===== config.mk =====
export PLATFORM = sky130hd
export DESIGN_NAME = adc_spi_scan_flat
export DESIGN_NICKNAME = d
export VERILOG_FILES = /design/src/rtl/adc_spi_pkg.sv /design/src/rtl/adc_spi_scan_if.sv /design/src/rtl/adc_spi_frame.sv /design/src/rtl/adc_spi_scan.sv /design/src/flat_wrapper.sv
export SDC_FILE = /design/constraint.sdc
export NUM_CORES = 1
export LEC_CHECK = 0
export ABC_AREA = 0
export BUFFER_PORTS_ARGS = -buffer_cell sky130_fd_sc_hd__buf_2
export CORE_UTILIZATION = 30
export CTS_CLUSTER_SIZE = 8
export DETAILED_ROUTE_END_ITERATION = 12
export GPL_TIMING_DRIVEN = 0
export REMOVE_ABC_BUFFERS = 1
export SLEW_MARGIN = 40
export SYNTH_ARGS = -nofsm -noshare
export SYNTH_HDL_FRONTEND = slang
export SYNTH_SLANG_ARGS = --single-unit

===== constraint.sdc =====
create_clock -name clk -period 2.5 [get_ports clk]
set_clock_uncertainty 0.15 [all_clocks]
set_input_delay 0.125 -clock clk [delete_from_list [all_inputs] [get_ports clk]]
set_output_delay 0.125 -clock clk [all_outputs]
set_load 0.005 [all_outputs]

===== src/rtl/adc_spi_pkg.sv =====
// Shared types and helpers for the scanning SPI ADC master: state encoding,
// default geometry and TX frame construction.
package adc_spi_pkg;

  typedef enum logic [2:0] {
    ST_IDLE  = 3'd0,
    ST_FRONT = 3'd1,
    ST_SHIFT = 3'd2,
    ST_BACK  = 3'd3,
    ST_GAP   = 3'd4
  } adc_state_e;

  localparam int DEF_DATA_W   = 12;
  localparam int DEF_FRAME_W  = 16;
  localparam int DEF_NUM_CH   = 8;
  localparam int DEF_ADDR_LSB = 11;
  localparam int DEF_SCLK_DIV = 32;
  localparam int MAX_FRAME_W  = 32;

  // TX word is all zeros except the channel field starting at addr_lsb.
  function automatic logic [MAX_FRAME_W-1:0] build_frame(input int unsigned ch,
                                                         input int unsigned addr_lsb);
    return MAX_FRAME_W'(ch) << addr_lsb;
  endfunction

endpackage


===== src/rtl/adc_spi_scan_if.sv =====
// Result port of the ADC scanner. Handshake: result/result_ch are valid while
// result_valid is high and are consumed on a clock where result_valid && result_ready.
interface adc_spi_scan_if #(
  parameter int DATA_W = 12,
  parameter int CH_W   = 3
);
  logic [DATA_W-1:0] result;
  logic [CH_W-1:0]   result_ch;
  logic              result_valid;
  logic              result_ready;
  logic              overrun;

  modport master (output result, result_ch, result_valid, overrun, input result_ready);
  modport slave  (input result, result_ch, result_valid, overrun, output result_ready);
endinterface


===== src/rtl/adc_spi_frame.sv =====
// One SS_n-low SPI frame: FRONT, FRAME_W SCLK bit periods, BACK, GAP. Frames chain
// back-to-back when i_next is high at the end of GAP.
module adc_spi_frame
  import adc_spi_pkg::*;
#(
  parameter int DATA_W   = DEF_DATA_W,
  parameter int FRAME_W  = DEF_FRAME_W,
  parameter int SCLK_DIV = DEF_SCLK_DIV
) (
  input  logic               clk,
  input  logic               rst,
  input  logic               i_start,
  input  logic               i_next,
  input  logic [FRAME_W-1:0] i_tx,
  input  logic               i_miso,
  output logic               o_sclk,
  output logic               o_mosi,
  output logic               o_ss_n,
  output logic [DATA_W-1:0]  o_rx,
  output logic               o_done,
  output logic               o_gap_end,
  output logic [2:0]         o_state
);

  localparam int DIV_W = $clog2(SCLK_DIV);
  localparam int BIT_W = (FRAME_W > 1) ? $clog2(FRAME_W) : 1;
  localparam logic [DIV_W-1:0] HALF_V   = DIV_W'(SCLK_DIV / 2);
  localparam logic [DIV_W-1:0] HALF_M1  = DIV_W'(SCLK_DIV / 2 - 1);
  localparam logic [DIV_W-1:0] FULL_M1  = DIV_W'(SCLK_DIV - 1);
  localparam logic [BIT_W-1:0] LAST_BIT = BIT_W'(FRAME_W - 1);

  localparam logic [2:0] S_IDLE  = ST_IDLE;
  localparam logic [2:0] S_FRONT = ST_FRONT;
  localparam logic [2:0] S_SHIFT = ST_SHIFT;
  localparam logic [2:0] S_BACK  = ST_BACK;
  localparam logic [2:0] S_GAP   = ST_GAP;

  logic [2:0]         r_state;
  logic [DIV_W-1:0]   r_div;
  logic [BIT_W-1:0]   r_bit;
  logic [FRAME_W-1:0] r_tx;
  logic [DATA_W-1:0]  r_rx;
  logic               w_half_end;
  logic               w_full_end;
  logic               w_sel;

  assign w_half_end = (r_div == HALF_M1);
  assign w_full_end = (r_div == FULL_M1);

  always_ff @(posedge clk or posedge rst) begin
    if (rst) begin
      r_state <= S_IDLE;
      r_div   <= '0;
      r_bit   <= '0;
      r_tx    <= '0;
      r_rx    <= '0;
    end else begin
      case (r_state)
        S_IDLE: if (i_start) begin
          r_state <= S_FRONT;
          r_div   <= '0;
          r_tx    <= i_tx;
        end
        S_FRONT: if (w_half_end) begin
          r_state <= S_SHIFT;
          r_div   <= '0;
          r_bit   <= '0;
        end else r_div <= r_div + 1'b1;
        S_SHIFT: begin
          // RX only keeps the trailing DATA_W bits; earlier bits fall off the top.
          if (w_half_end) r_rx <= {r_rx[DATA_W-2:0], i_miso};
          if (w_full_end) begin
            r_div <= '0;
            if (r_bit == LAST_BIT) r_state <= S_BACK;
            else begin
              r_bit <= r_bit + 1'b1;
              r_tx  <= {r_tx[FRAME_W-2:0], 1'b0};
            end
          end else r_div <= r_div + 1'b1;
        end
        S_BACK: if (w_half_end) begin
          r_state <= S_GAP;
          r_div   <= '0;
        end else r_div <= r_div + 1'b1;
        S_GAP: if (w_half_end) begin
          r_div <= '0;
          if (i_next) begin
            r_state <= S_FRONT;
            r_tx    <= i_tx;
          end else r_state <= S_IDLE;
        end else r_div <= r_div + 1'b1;
        default: r_state <= S_IDLE;
      endcase
    end
  end

  assign w_sel     = (r_state == S_FRONT) || (r_state == S_SHIFT) || (r_state == S_BACK);
  assign o_ss_n    = !w_sel;
  assign o_sclk    = !((r_state == S_SHIFT) && (r_div < HALF_V));
  assign o_mosi    = w_sel && r_tx[FRAME_W-1];
  assign o_rx      = r_rx;
  assign o_done    = (r_state == S_BACK) && w_half_end;
  assign o_gap_end = (r_state == S_GAP) && w_half_end;
  assign o_state   = r_state;

endmodule


===== src/rtl/adc_spi_scan.sv =====
// Scanning SPI ADC master: walks the latched channel mask with pipelined addressing
// (each frame returns the previous frame's channel) and presents results on res.
module adc_spi_scan
  import adc_spi_pkg::*;
#(
  parameter int DATA_W   = DEF_DATA_W,
  parameter int FRAME_W  = DEF_FRAME_W,
  parameter int NUM_CH   = DEF_NUM_CH,
  parameter int ADDR_LSB = DEF_ADDR_LSB,
  parameter int SCLK_DIV = DEF_SCLK_DIV
) (
  input  logic              clk,
  input  logic              rst,
  input  logic              start,
  input  logic              stop,
  input  logic              continuous,
  input  logic [NUM_CH-1:0] ch_mask,
  output logic              busy,
  adc_spi_scan_if.master    res,
  output logic              SCLK,
  output logic              MOSI,
  input  logic              MISO,
  output logic              SS_n
);

  localparam int CH_W = (NUM_CH > 1) ? $clog2(NUM_CH) : 1;

  if (SCLK_DIV < 4 || (SCLK_DIV % 2) != 0 || FRAME_W < DATA_W || DATA_W < 2 ||
      FRAME_W > MAX_FRAME_W || ADDR_LSB + CH_W > FRAME_W) begin : g_bad_params
    $error("adc_spi_scan: illegal parameter combination");
  end

  logic [2:0]         w_state;
  logic               w_idle, w_accept, w_done, w_gap_end;
  logic               w_next, w_next_trail, w_cur_last;
  logic [CH_W-1:0]    w_first_in, w_next_ch, w_tx_ch;
  logic [FRAME_W-1:0] w_tx;
  logic [DATA_W-1:0]  w_rx;

  logic [NUM_CH-1:0]  r_mask;
  logic               r_cont, r_first, r_trail, r_stop;
  logic [CH_W-1:0]    r_cur_ch, r_prev_ch;

  assign w_idle   = (w_state == ST_IDLE);
  assign busy     = !w_idle;
  assign w_accept = w_idle && start && (|ch_mask);

  always_comb begin
    w_first_in = '0;
    for (int i = NUM_CH - 1; i >= 0; i--) if (ch_mask[i]) w_first_in = CH_W'(i);
  end

  // Next channel is the lowest set bit above the current one, else wrap to lowest.
  always_comb begin
    w_next_ch  = '0;
    w_cur_last = 1'b1;
    for (int i = NUM_CH - 1; i >= 0; i--) if (r_mask[i]) w_next_ch = CH_W'(i);
    for (int i = NUM_CH - 1; i >= 0; i--) begin
      if (r_mask[i] && i > int'(r_cur_ch)) begin
        w_next_ch  = CH_W'(i);
        w_cur_last = 1'b0;
      end
    end
  end

  assign w_next       = !r_trail;
  assign w_next_trail = r_stop || stop || (!r_cont && w_cur_last);
  assign w_tx_ch      = w_idle ? w_first_in : w_next_ch;
  assign w_tx         = FRAME_W'(build_frame(32'(w_tx_ch), ADDR_LSB));

  adc_spi_frame #(
    .DATA_W  (DATA_W),
    .FRAME_W (FRAME_W),
    .SCLK_DIV(SCLK_DIV)
  ) u_frame (
    .clk      (clk),
    .rst      (rst),
    .i_start  (w_accept),
    .i_next   (w_next),
    .i_tx     (w_tx),
    .i_miso   (MISO),
    .o_sclk   (SCLK),
    .o_mosi   (MOSI),
    .o_ss_n   (SS_n),
    .o_rx     (w_rx),
    .o_done   (w_done),
    .o_gap_end(w_gap_end),
    .o_state  (w_state)
  );

  always_ff @(posedge clk or posedge rst) begin
    if (rst) begin
      r_mask    <= '0;
      r_cont    <= 1'b0;
      r_cur_ch  <= '0;
      r_prev_ch <= '0;
      r_first   <= 1'b0;
      r_trail   <= 1'b0;
      r_stop    <= 1'b0;
    end else if (w_accept) begin
      r_mask   <= ch_mask;
      r_cont   <= continuous;
      r_cur_ch <= w_first_in;
      r_first  <= 1'b1;
      r_trail  <= 1'b0;
      r_stop   <= 1'b0;
    end else begin
      if (stop && busy) r_stop <= 1'b1;
      if (w_gap_end && w_next) begin
        r_prev_ch <= r_cur_ch;
        r_cur_ch  <= w_next_ch;
        r_first   <= 1'b0;
        r_trail   <= w_next_trail;
      end
    end
  end

  // Frame 0 carries no valid data; every later frame delivers the previous channel.
  always_ff @(posedge clk or posedge rst) begin
    if (rst) begin
      res.result       <= '0;
      res.result_ch    <= '0;
      res.result_valid <= 1'b0;
      res.overrun      <= 1'b0;
    end else begin
      if (w_accept) res.overrun <= 1'b0;
      if (w_done && !r_first) begin
        res.result       <= w_rx;
        res.result_ch    <= r_prev_ch;
        res.result_valid <= 1'b1;
        if (res.result_valid && !res.result_ready) res.overrun <= 1'b1;
      end else if (res.result_valid && res.result_ready) begin
        res.result_valid <= 1'b0;
      end
    end
  end

endmodule


===== src/flat_wrapper.sv =====
// flat-port wrapper written by rule: the top's interface ports become plain ports
module adc_spi_scan_flat import adc_spi_pkg::*;
#(
  parameter int DATA_W   = DEF_DATA_W,
  parameter int FRAME_W  = DEF_FRAME_W,
  parameter int NUM_CH   = DEF_NUM_CH,
  parameter int ADDR_LSB = DEF_ADDR_LSB,
  parameter int SCLK_DIV = DEF_SCLK_DIV
)
  (clk, rst, start, stop, continuous, ch_mask, busy, SCLK, MOSI, MISO, SS_n, res_result, res_result_ch, res_result_valid, res_overrun, res_result_ready);
  adc_spi_scan_if #(.DATA_W(DATA_W), .CH_W((3))) res_i ();
  input  logic clk;
  input  logic rst;
  input  logic start;
  input  logic stop;
  input  logic continuous;
  input  logic [NUM_CH-1:0] ch_mask;
  output logic busy;
  output logic SCLK;
  output logic MOSI;
  input  logic MISO;
  output logic SS_n;
  output wire logic [$bits(res_i.result)-1:0] res_result;
  output wire logic [$bits(res_i.result_ch)-1:0] res_result_ch;
  output wire logic [$bits(res_i.result_valid)-1:0] res_result_valid;
  output wire logic [$bits(res_i.overrun)-1:0] res_overrun;
  input wire logic [$bits(res_i.result_ready)-1:0] res_result_ready;
  assign res_result = res_i.result;
  assign res_result_ch = res_i.result_ch;
  assign res_result_valid = res_i.result_valid;
  assign res_overrun = res_i.overrun;
  assign res_i.result_ready = res_result_ready;
  adc_spi_scan #(.DATA_W(DATA_W), .FRAME_W(FRAME_W), .NUM_CH(NUM_CH), .ADDR_LSB(ADDR_LSB), .SCLK_DIV(SCLK_DIV)) u_core (.clk(clk), .rst(rst), .start(start), .stop(stop), .continuous(continuous), .ch_mask(ch_mask), .busy(busy), .res(res_i), .SCLK(SCLK), .MOSI(MOSI), .MISO(MISO), .SS_n(SS_n));
endmodule

; ---- Word level (Yosys, flattened, before mapping)
; Index checks and enable logic that the tools add are counted.
; Widths: inputs -> output; s select.
[word_totals]
reg_bits = 75
inputBits = 15
word_cells = 153
[classes]
add_sub_neg = 2
n_lt_le_gt_ge = 8
eq_ne = 15
muxes = 66
bitwise = 1
n_reduce_logical = 45
[op_table]
columns = operator, n
row1 = $mux 3, 32
row2 = $mux 16, 5
row3 = $pmux 16 s3, 1
row4 = $logic_and 1x1->1, 19
row5 = $mux 1, 19
row6 = $ne 2x2->1 const B, 8
row7 = $mux 5, 3
row8 = $pmux 3 s5, 1
row9 = $pmux 5 s3, 1
row10 = $gt 3x3->1 const A, 4
row11 = $mux 4, 3
row12 = $reduce_and 6->1, 2
row13 = $pmux 4 s2, 1
row14 = $reduce_bool 2->1, 4
row15 = $reduce_or 8->1, 1
row16 = $logic_not 1->1, 7
row17 = $eq 3x2->1 const B, 2
row18 = $gt 2x3->1 const A, 2
row19 = $reduce_and 2->1, 3
row20 = $reduce_bool 3->1, 2
row21 = $add 5x1->5 const B, 1
row22 = $eq 5x4->1 const B, 1
row23 = $eq 5x5->1 const B, 1
row24 = $lt 5x5->1 const B, 1
row25 = other kinds (10), 13

; ---- Longest topological paths before layout
; Gate-level depths: netlist of run 1.
[logic_depth]
word_depth = 19
mapped_depth = 9
ltp_nobuf = 8

; ---- Modules after synthesis
; A second synthesis of run 1 with hierarchy kept.
[unflattened]
hier_cells = 386
area_unflattened_um2 = 4076.4
[modules_own_cells]
columns = mod, instances, cells_per_inst, area_per_inst_um2, seq_area_each_um2
row1 = adc_spi_frame, 1, 188, 2269.7, 1001.0
row2 = adc_spi_scan, 1, 198, 1806.7, 875.8

; ---- Worst setup path after synthesis of run 1
; Ideal clock, no wire load.
[synth_timing]
kind = flip-flop to flip-flop
startpoint = reg u_core.u_frame.r_div[0]
endpoint = reg u_core.res.result[0]
arrival_ns = 1.987
t_required_ns = 2.225
setup_slack_ns = 0.238
path_stages_with_launch = 9
path_buffers = 2
synth_period_minus_slack_ns = 2.262
cell_sequence = dfrtp_1 ha_1 and3_1 ha_1 clkbuf_2 nand4b_1 nor2_2 buf_2 mux2_2
[synth_via]
elab_chain_cells = 3
[synth_lines]
columns = element, line
row1 = "start, declared", adc_spi_frame.sv:39  ; logic [DIV_W-1:0] r_div;
row2 = "start signal, assigned", adc_spi_frame.sv:68  ; end else r_div <= r_div + 1'b1;
row3 = "start signal, assigned", adc_spi_frame.sv:79  ; end else r_div <= r_div + 1'b1;
row4 = "start signal, assigned", adc_spi_frame.sv:84  ; end else r_div <= r_div + 1'b1;
row5 = $eq 5x4->1, adc_spi_frame.sv:47  ; assign w_half_end = (r_div == HALF_M1);
row6 = $logic_and 1x1->1, adc_spi_frame.sv:102  ; assign o_done = (r_state == S_BACK) && w_half_end;
row7 = $logic_and 1x1->1, adc_spi_scan.sv:127  ; if (w_done && !r_first) begin
row8 = "end signal, assigned", adc_spi_scan.sv:128  ; res.result <= w_rx;
row9 = "end, declared", adc_spi_scan_if.sv:13  ; modport master (output result, result_ch, result_valid, overrun, input result_ready);
; Every way passes these cells.
; A chain may end at the register's enable or synchronous reset.

; ---- Worst setup path after layout of run 1
[layout_timing]
startpoint = in ch_mask[0]
endpoint = reg u_core.u_frame.r_tx[11]
[layout_via]
elab_chain_cells = 5
word_cells_on_any_way = 10
classes_between = eq/ne: 1 / mux: 6 / reduce/logical: 3
[layout_lines]
columns = element, line
row1 = "start, declared", flat_wrapper.sv:17  ; input logic [NUM_CH-1:0] ch_mask;
row2 = $mux 3, adc_spi_scan.sv:50  ; for (int i = NUM_CH - 1; i >= 0; i--) if (ch_mask[i]) w_first_in = CH_W'(i);
row3 = $mux 3, adc_spi_scan.sv:68  ; assign w_tx_ch = w_idle ? w_first_in : w_next_ch;
row4 = $mux 16, adc_spi_frame.sv:87  ; if (i_next) begin
row5 = $mux 16, adc_spi_frame.sv:85  ; S_GAP: if (w_half_end) begin
row6 = $pmux 16 s3, adc_spi_frame.sv:58  ; case (r_state)
row7 = "end signal, assigned", adc_spi_frame.sv:62  ; r_tx <= i_tx;
row8 = "end signal, assigned", adc_spi_frame.sv:77  ; r_tx <= {r_tx[FRAME_W-2:0], 1'b0};
row9 = "end signal, assigned", adc_spi_frame.sv:89  ; r_tx <= i_tx;
row10 = "end, declared", adc_spi_frame.sv:41  ; logic [FRAME_W-1:0] r_tx;
; Parallel ways exist; a longest one is shown, timed or not. The select of a mux whose other input is x is not followed.

==> results of run 1 <==
## what timing repair did
item,in CTS,in global routing
hold buffers,13,0
pin swaps,0,1
endpoints found under the setup margin,16,38
buffers inserted,0,1
gates resized for setup,1,3
endpoints found under the hold margin,78,0
## worst max-delay path: stages
cell	delay, ps
dlygate4sd3_1	520
buf_2	150
or4_4	580
o211ai_4	560
a211oi_1	190
nor3_1	230
o21ai_1	90
## cell type report
cell class,count,area [um2]
Fill cell,1026,6400
Sequential cell,64,1600
Clock inverter,7,125
Clock buffer,9,124
Tap cell,136,170
Multi-Input combinational cell,202,1480
Inverter,17,66.3
Timing Repair Buffer,50,353
## layer usage
metal  track usage [%]  vias to the layer above  part of all wire [%]
li1                  -                     1159                     -
met3              3.24                        9                   2.6
met4              5.94                        0                   1.8
met1              16.6                     1172                    47
met5                 0                        -                     0
met2              20.1                       33                    48
## cells by family after synthesis
logic type / Yosys count / synth area share, %
buffers and inverters: 31 / 4.11
xor gates and xnor gates: 2 / 0.549
adders and majority gates: 5 / 1.96
muxes: 39 / 13.7
AOI/OAI and AO/OA: 69 / 15.4
and+or+nand+nor: 87 / 14.1
DFF: 64 / 50.2
## state kept, by name, summed over array words and instances (netlist names), 3 cells and up
signal	cells
u_core.u_frame.r_tx	5
u_core.u_frame.o_rx	12
u_core.u_frame.r_div	5
u_core.r_cur_ch	3
u_core.res.result_ch	3
u_core.r_prev_ch	3
u_core.u_frame.r_bit	4
u_core.r_mask	8
u_core.u_frame.o_state	3
u_core.res.result	12
## power by group
group / switching [mW] / internal (mW)
registers: 0.240 / 1.20
clock network: 0.439 / 0.674
logic: 0.461 / 0.429
total: 1.14 / 2.30
## through the flow
stage | TNS [ps] | instance area, um2 | setup slack [ps]
after floorplan | 0 | 3130 | 239
after global placement | -12740 | 3470 | -168
after detailed placement | -2690 | 3510 | -193
after CTS | 0 | 3890 | 16.3
after global routing | 0 | 3920 | 13.9
final | 0 | 3920 | 117
## Yosys cell counts (3+ instances only)
library cell / number
clkbuf_1: 6
ha_1: 5
o31a_1: 3
nor3_1: 3
and3_1: 3
nand2b_1: 5
nand2_1: 29
o211ai_1: 4
dfrtp_1: 64
nand3_1: 5
a31oi_1: 3
inv_1: 17
buf_2: 4
o21ai_0: 17
nor2b_1: 5
o21a_1: 3
o31ai_1: 3
mux2_2: 37
o21ai_1: 3
nor4_1: 3
a21oi_1: 8
nor2_1: 18
## layout by cell type (no fill, tap or decap), types with 4 or more instances in the layout
cell / instances
dlygate4sd3_1: 13
buf_2: 35
nor2_1: 18
o21ai_0: 17
ha_1: 4
nand3_1: 5
inv_1: 16
mux2_2: 37
nand2_1: 29
o211ai_1: 4
clkbuf_8: 9
nand2b_1: 5
nor2b_1: 5
a21oi_1: 8
dfrtp_1: 64
## worst max path at each step
stage	from	endpoint	depth (start not counted)
after CTS	u_core.u_frame.r_div[0]	u_core.res.result[4]	6
after detailed placement	u_core.u_frame.r_div[0]	u_core.res.result[4]	6
after floorplan	u_core.u_frame.r_div[0]	u_core.res.result[0]	6
final	ch_mask[0]	u_core.u_frame.r_tx[11]	7
after global routing	u_core.u_frame.r_div[0]	u_core.u_frame.r_tx[12]	7
after global placement	rst	u_core.r_mask[7]	2
==> reports/results.ini, run 1 <==
[global_route]
antenna_found_initial=0
grt_overflow=0
grt_max_degree=44
grt_pass1_vias=2286
grt_usage_pct=12.8
grt_pass1_wl_um=11200

[cells_and_area]
drive_above_1_share_pct=29.8
fin_util_pct=38.0
layout.cells.non_filler=485
syn_to_final_growth_pct=22.9
diodes=0
final_nets=364

[clocking]
clock_latency_ps=350
cts_root_buf=clkbuf_8
cts_made_buffers=9
cts_tree=done
path_clk_slew_ps=80
cts_sinks=64
cts_buffer_depth=2
htreeDepth=3

[timing]
period_minus_slack_ps=2380
worst_hold_slack_ps=129
rsz0062_at_grt=no
fmax_mhz=420
fin_crit_sh_pct=95.3
setup_viol=0
slew_headroom_pct=58.1
hold_viol=0
slew_viol_final=0
worst_slew_pin_slew_ps=626

[setup_path]
crit_required_ps=2580
cp-end-kind=flip-flop
worstSetupStartpointType=primary input
rr_worst_depth=5
worstPathArrival_ps=2470
r2r-start=u_core.u_frame.o_state[1]
critical_path_class=in -> reg
critPathMaxFanout=21
r2r_end=u_core.u_frame.r_tx[11]
rrSetupSlack_ps=140

[pwr]
power.density_mw_per_mm2=877
p_leak_nw=1.84
finalPower_mw=3.44
ir_worst_vdd_mv=0.420

[synth]
ys_ff_latch=64
synth_edf_count=0
synth.cell_area_mm2=0.00319
synth_top_cell_by_area=dfrtp_1
ys_seq_area_share_pct=50.2
synth-main-ff-cell=dfrtp_1
async_flop_share_pct=100
synth_cell_types=57
avgSynthCellArea_um2=10.8
synthCells=297
yosysTopAreaCellShare_pct=50.2
synth_top_cells_by_area=dfrtp_1 50%, mux2_2 13%, nand2_1 3.4%
ys_warn_count=0

[die]
die_h_um=105
rows=37
start_util_pct=30.9
io_pins=36
core_area_mm2=0.0103
fp.dieArea_mm2=0.0111
dieWidth_um=105

[placed_design]
hpwl_um=4500
finalWeightedCongestion=0.808
place_inst=455
port_buffers=35

[detailed_routing]
wl_um=6470
drc=0
ant_nets=0
route.vias.total=2373
avgRoutedWirePerCell_um=13.3
via_per_inst=4.89
drtIter0Drc=101
drtPass1Iterations=4

[job]
maxCapViolCount=0

[worst_hold_path]
hold_path.class=in -> async

[outcome]
status=finished clean

(Power assumes the default switching activity.)
==> run 2: changes to the inputs <==
- clock period: 2.5 -> 2.2 ns (I/O delays scaled with it)
==> run 2 against run 1 <==
  * Critical path depth is the same
  * Cell count up 0.62%
  * Critical path type is now reg -> reg
  * Count of clock-buffer cells in the layout stayed put
==> reports/results.ini, run 2 (same netlist as run 1, synthesis figures left out) <==
[timing]
fin_crit_sh_pct=96.1
rsz0062_at_grt=yes
setup_viol=0
slew_viol_final=0
finalWorstSetupSlack_ps=85.7
period_minus_slack_ps=2110
worst_slew_pin_slew_ps=641
slew_headroom_pct=57.0
fmax_mhz=473
hold_viol=0

[pwr]
power.density_mw_per_mm2=991
finalPower_mw=3.96
ir_worst_vdd_mv=0.441
p_leak_nw=1.85

[detailed_routing]
drc=0
drtPass1Iterations=4
wl_um=6630
avgRoutedWirePerCell_um=13.6
via_per_inst=4.95
route.vias.total=2416
ant_nets=0
drtIter0Drc=81

[global_route]
grt_usage_pct=13.0
grt_max_degree=44
grt_overflow=0
antenna_found_initial=0
grt_pass1_vias=2319
grt_pass1_wl_um=11400

[clocking]
htreeDepth=3
cts_tree=done
cts_buffer_depth=2
clock_latency_ps=350
path_clk_slew_ps=70
cts_sinks=64
cts_made_buffers=9
cts_root_buf=clkbuf_8

[die]
rows=37
dieWidth_um=105
core_area_mm2=0.0103
start_util_pct=30.9
die_h_um=105
fp.dieArea_mm2=0.0111
io_pins=36

[cells_and_area]
layout_commonest_cell=dfrtp_1
drive_above_1_share_pct=33.2
mostFrequentLayoutCells=62 x dfrtp_1, 37 x mux2_2, 35 x buf_2
syn_to_final_growth_pct=25.3
final_nets=367
diodes=0

[setup_path]
rrSetupSlack_ps=90
r2r-start=u_core.u_frame.r_div[0]
r2r_end=u_core.u_frame.r_tx[12]
path_cells=ha_2 > and3_4 > ha_4 > or3b_4 > a21oi_4 > o211ai_4 > o31ai_1
slowest_delay_ps=390
critical_path_class=reg -> reg
critPathBufInv=0
worstPathArrival_ps=2220
worstSetupStartpointType=flip-flop
crit_family=simple AND/OR/NAND/NOR gates
crit_required_ps=2300
crit_slowest_cell=or3b_4
startpoint=u_core.u_frame.r_div[0]
cp-end-kind=flip-flop
cp-endpoint=u_core.u_frame.r_tx[12]
rr_worst_depth=7
cp.depth=7
critPathMaxFanout=6

[placed_design]
post-place-ws_ps=-493
finalWeightedCongestion=0.808
hpwl_um=4500
port_buffers=35

[worst_hold_path]
hold_path.class=in -> reg
holdPathStages=4

[outcome]
status=finished clean

[job]
maxCapViolCount=0

-- run 2: how the worst min path moves through the flow --
| stage | from | endpoint | slack (ps) |
|---|---|---|---|
| 2_1_floorplan | continuous | u_core.r_cont | 70 |
| 3_3_place_gp | continuous | u_core.r_cont | 180 |
| 3_5_place_dp | rst | u_core.u_frame.o_rx[4] | -60 |
| 4_1_cts | ch_mask[0] | u_core.r_cur_ch[1] | 30 |
| 5_1_grt | ch_mask[0] | u_core.r_cur_ch[1] | 70 |
| 6_report | ch_mask[0] | u_core.r_cur_ch[0] | 60 |
-- run 2: per-stage QoR --
step	cells	area, um2	setup TNS, ps	hold WS [ps]	utilization, %
6_report	488	4000	0	59.1	38.8
5_1_grt	488	4000	-78.3	65.1	38.8
4_1_cts	486	3950	0	32.1	38.3
3_5_place_dp	455	3510	-12030	-61.7	34.0
3_3_place_gp	454	3470	-39810	175	33.6
2_1_floorplan	283	3130	-921	65.4	-
-- run 2: per-layer routing --
metal | GRT usage (%) | part of all wire (%)
met4 | 5.94 | 1.8
met3 | 3.24 | 3.2
met1 | 16.8 | 47
met5 | 0 | 0
met2 | 20.5 | 48
-- run 2: worst register-to-register path: stages, from the launching register on --
cell      delay (ps)
dfrtp_1          370
ha_2             200
and3_4           220
ha_4             160
or3b_4           390
a21oi_4          170
o211ai_4         120
o31ai_1          240
-- run 2: power by group --
part           total [mW]  leakage, nW  switching, mW  internal, mW
logic                1.06        0.871          0.549         0.509
clock network        1.26        0.125          0.498         0.766
registers            1.64        0.851          0.282          1.36
total                3.96         1.85           1.33          2.64
-- run 2: final cells by class --
type | count | area [um2]
clock inverters | 7 | 125
flip-flops and latches | 64 | 1600
repair buffers | 52 | 364
well taps | 136 | 170
multi-input cells | 203 | 1550
inverters | 17 | 66.3
clock buffers | 9 | 124
fillers | 1025 | 6320
-- run 2: timing repair --
| item | 4_1_cts | 5_1_grt |
|---|---|---|
| gates resized for setup | 11 | 9 |
| pin swaps | 1 | 5 |
| endpoints found under the hold margin | 78 | 0 |
| cloned | 0 | 1 |
| hold buffers | 13 | 0 |
| setup buffers | 2 | 1 |
| setup endpoints to repair | 49 | 32 |
==> run 3: changes to the inputs <==
- GPL_TIMING_DRIVEN: 0 -> 1
==> run 3 against run 2 <==
  * Total power is 1.7% lower
  * Flip-flop and latch count stayed put
  * Count of clock-buffer cells in the layout stayed put
  * Hold slack better by 66 ps
  * Global-route usage is 0.31 points higher
  * First-iteration DRC count is 4.9% lower
  * Critical endpoint unchanged
==> reports/results.ini, run 3 (same netlist as run 1, synthesis figures left out) <==
[global_route]
grt_pass1_vias=2421
antenna_found_initial=0
grt_usage_pct=13.3
use_met2_pct=21.6
grt_util_met1_pct=16.7
grt_max_degree=46
grt_overflow=0
grt_pass1_wl_um=11500
use_met3_pct=3.12
busiest_layer=met2

[cells_and_area]
multiInputGateArea_mm2=0.00151
diodes=0
drive_above_1_share_pct=35.4
layout_commonest_cell=dfrtp_1
syn_to_final_growth_pct=27.1
seq_area_mm2=0.00160
mostFrequentLayoutCells=64 x dfrtp_1, 37 x mux2_2, 35 x buf_2
stdcell_area_mm2=0.00406
final_nets=382
fillers=1022

[clocking]
cts_root_buf=clkbuf_8
cts_tree=done
cts_sinks=64
path_clk_slew_ps=80
htreeDepth=3
cts_buffer_depth=2
cts_made_buffers=9
clock_latency_ps=350

[pwr]
p_leak_nw=1.92
power.density_mw_per_mm2=961
finalPower_mw=3.90
ir_worst_vdd_mv=0.441

[detailed_routing]
avgRoutedWirePerCell_um=13.3
route.vias.total=2451
ant_nets=0
drtPass1Iterations=4
drc=0
drtIter0Drc=77
wl_um=6710
via_per_inst=4.87

[die]
rows=37
dieWidth_um=105
fp.dieArea_mm2=0.0111
io_pins=36
core_area_mm2=0.0103
start_util_pct=30.9
die_h_um=105

[timing]
rsz0062_at_grt=no
period_minus_slack_ps=2100
fmax_mhz=476
slew_viol_final=0
hold_viol=0
setup_viol=0
worst_slew_pin_slew_ps=564
fin_crit_sh_pct=95.5
worst_hold_slack_ps=125
slew_headroom_pct=62.1

[placed_design]
finalWeightedCongestion=0.807
port_buffers=35
hpwl_um=4750
placed_area_mm2=0.00364

[setup_path]
crit_slowest_cell=dfrtp_1
worstSetupStartpointType=flip-flop
critPathBufInv=0
cp-end-kind=flip-flop
critPathMaxFanout=9
crit_required_ps=2310
worstPathArrival_ps=2210
path_cells=ha_2 > and3_4 > ha_4 > or3b_1 > a21oi_2 > o211ai_4 > o31ai_1
r2r-start=u_core.u_frame.r_div[1]
critical_path_class=reg -> reg
slowest_delay_ps=370
crit_family=compound AO/OA/AOI/OAI gates
startpoint=u_core.u_frame.r_div[1]

[outcome]
status=finished clean

[job]
maxCapViolCount=0

[worst_hold_path]
min-delay-start=start
hold_path.class=in -> reg

[run 3: worst paths after layout]
kind,depth (start not counted),endpoint,slack [ps]
setup reg to reg,7,u_core.u_frame.r_tx[12],100
hold reg to reg,2,u_core.r_cont,330
min in group asynchronous,3,u_core.res.overrun,170
setup / recovery,7,u_core.u_frame.r_tx[12],100
hold / removal,4,u_core.r_mask[2],120
max in group asynchronous,4,u_core.r_mask[6],1120
[run 3: stage by stage]
step | std cells | setup slack [ps] | util (%) | TNS, ps
after global routing | 503 | 7.22 | 39.3 | 0
after global placement | 473 | -0.563 | 35.2 | -1.81
after CTS | 502 | 2.28 | 38.8 | 0
final | 503 | 99.2 | 39.3 | 0
after floorplan | 283 | -61.4 | - | -921
after detailed placement | 473 | -72.2 | 35.2 | -834
[run 3: layer usage]
metal,routed length (um),share of wire (%)
met2,3220,48
met5,0,0
met1,3190,47
met3,182,2.7
met4,127,1.9
[run 3: final cells by class]
cell class	instances	area share [%]
Multi-Input combinational cell	202	37.3
Sequential cell	64	39.5
Clock buffer	9	3.05
Clock inverter	7	2.56
Tap cell	136	4.19
Timing Repair Buffer	68	11.8
Inverter	17	1.57
[run 3: timing repair]
| action | in CTS | in global routing |
|---|---|---|
| setup buffers | 0 | 1 |
| gates resized for setup | 2 | 11 |
| endpoints found under the hold margin | 33 | 0 |
| hold buffers | 13 | 0 |
| pin swaps | 0 | 2 |
| endpoints found under the setup margin | 15 | 41 |
[run 3: tightest hold or removal path, stage by stage]
cell and delay [ps]:
buf_2 120, o211ai_2 110, buf_4 160, o21ai_0 80
[run 3: where the power goes]
part / internal [mW] / switching (mW) / total [mW]
logic: 0.564 / 0.586 / 1.15
clock network: 0.649 / 0.500 / 1.15
registers: 1.36 / 0.239 / 1.60
total: 2.57 / 1.32 / 3.90
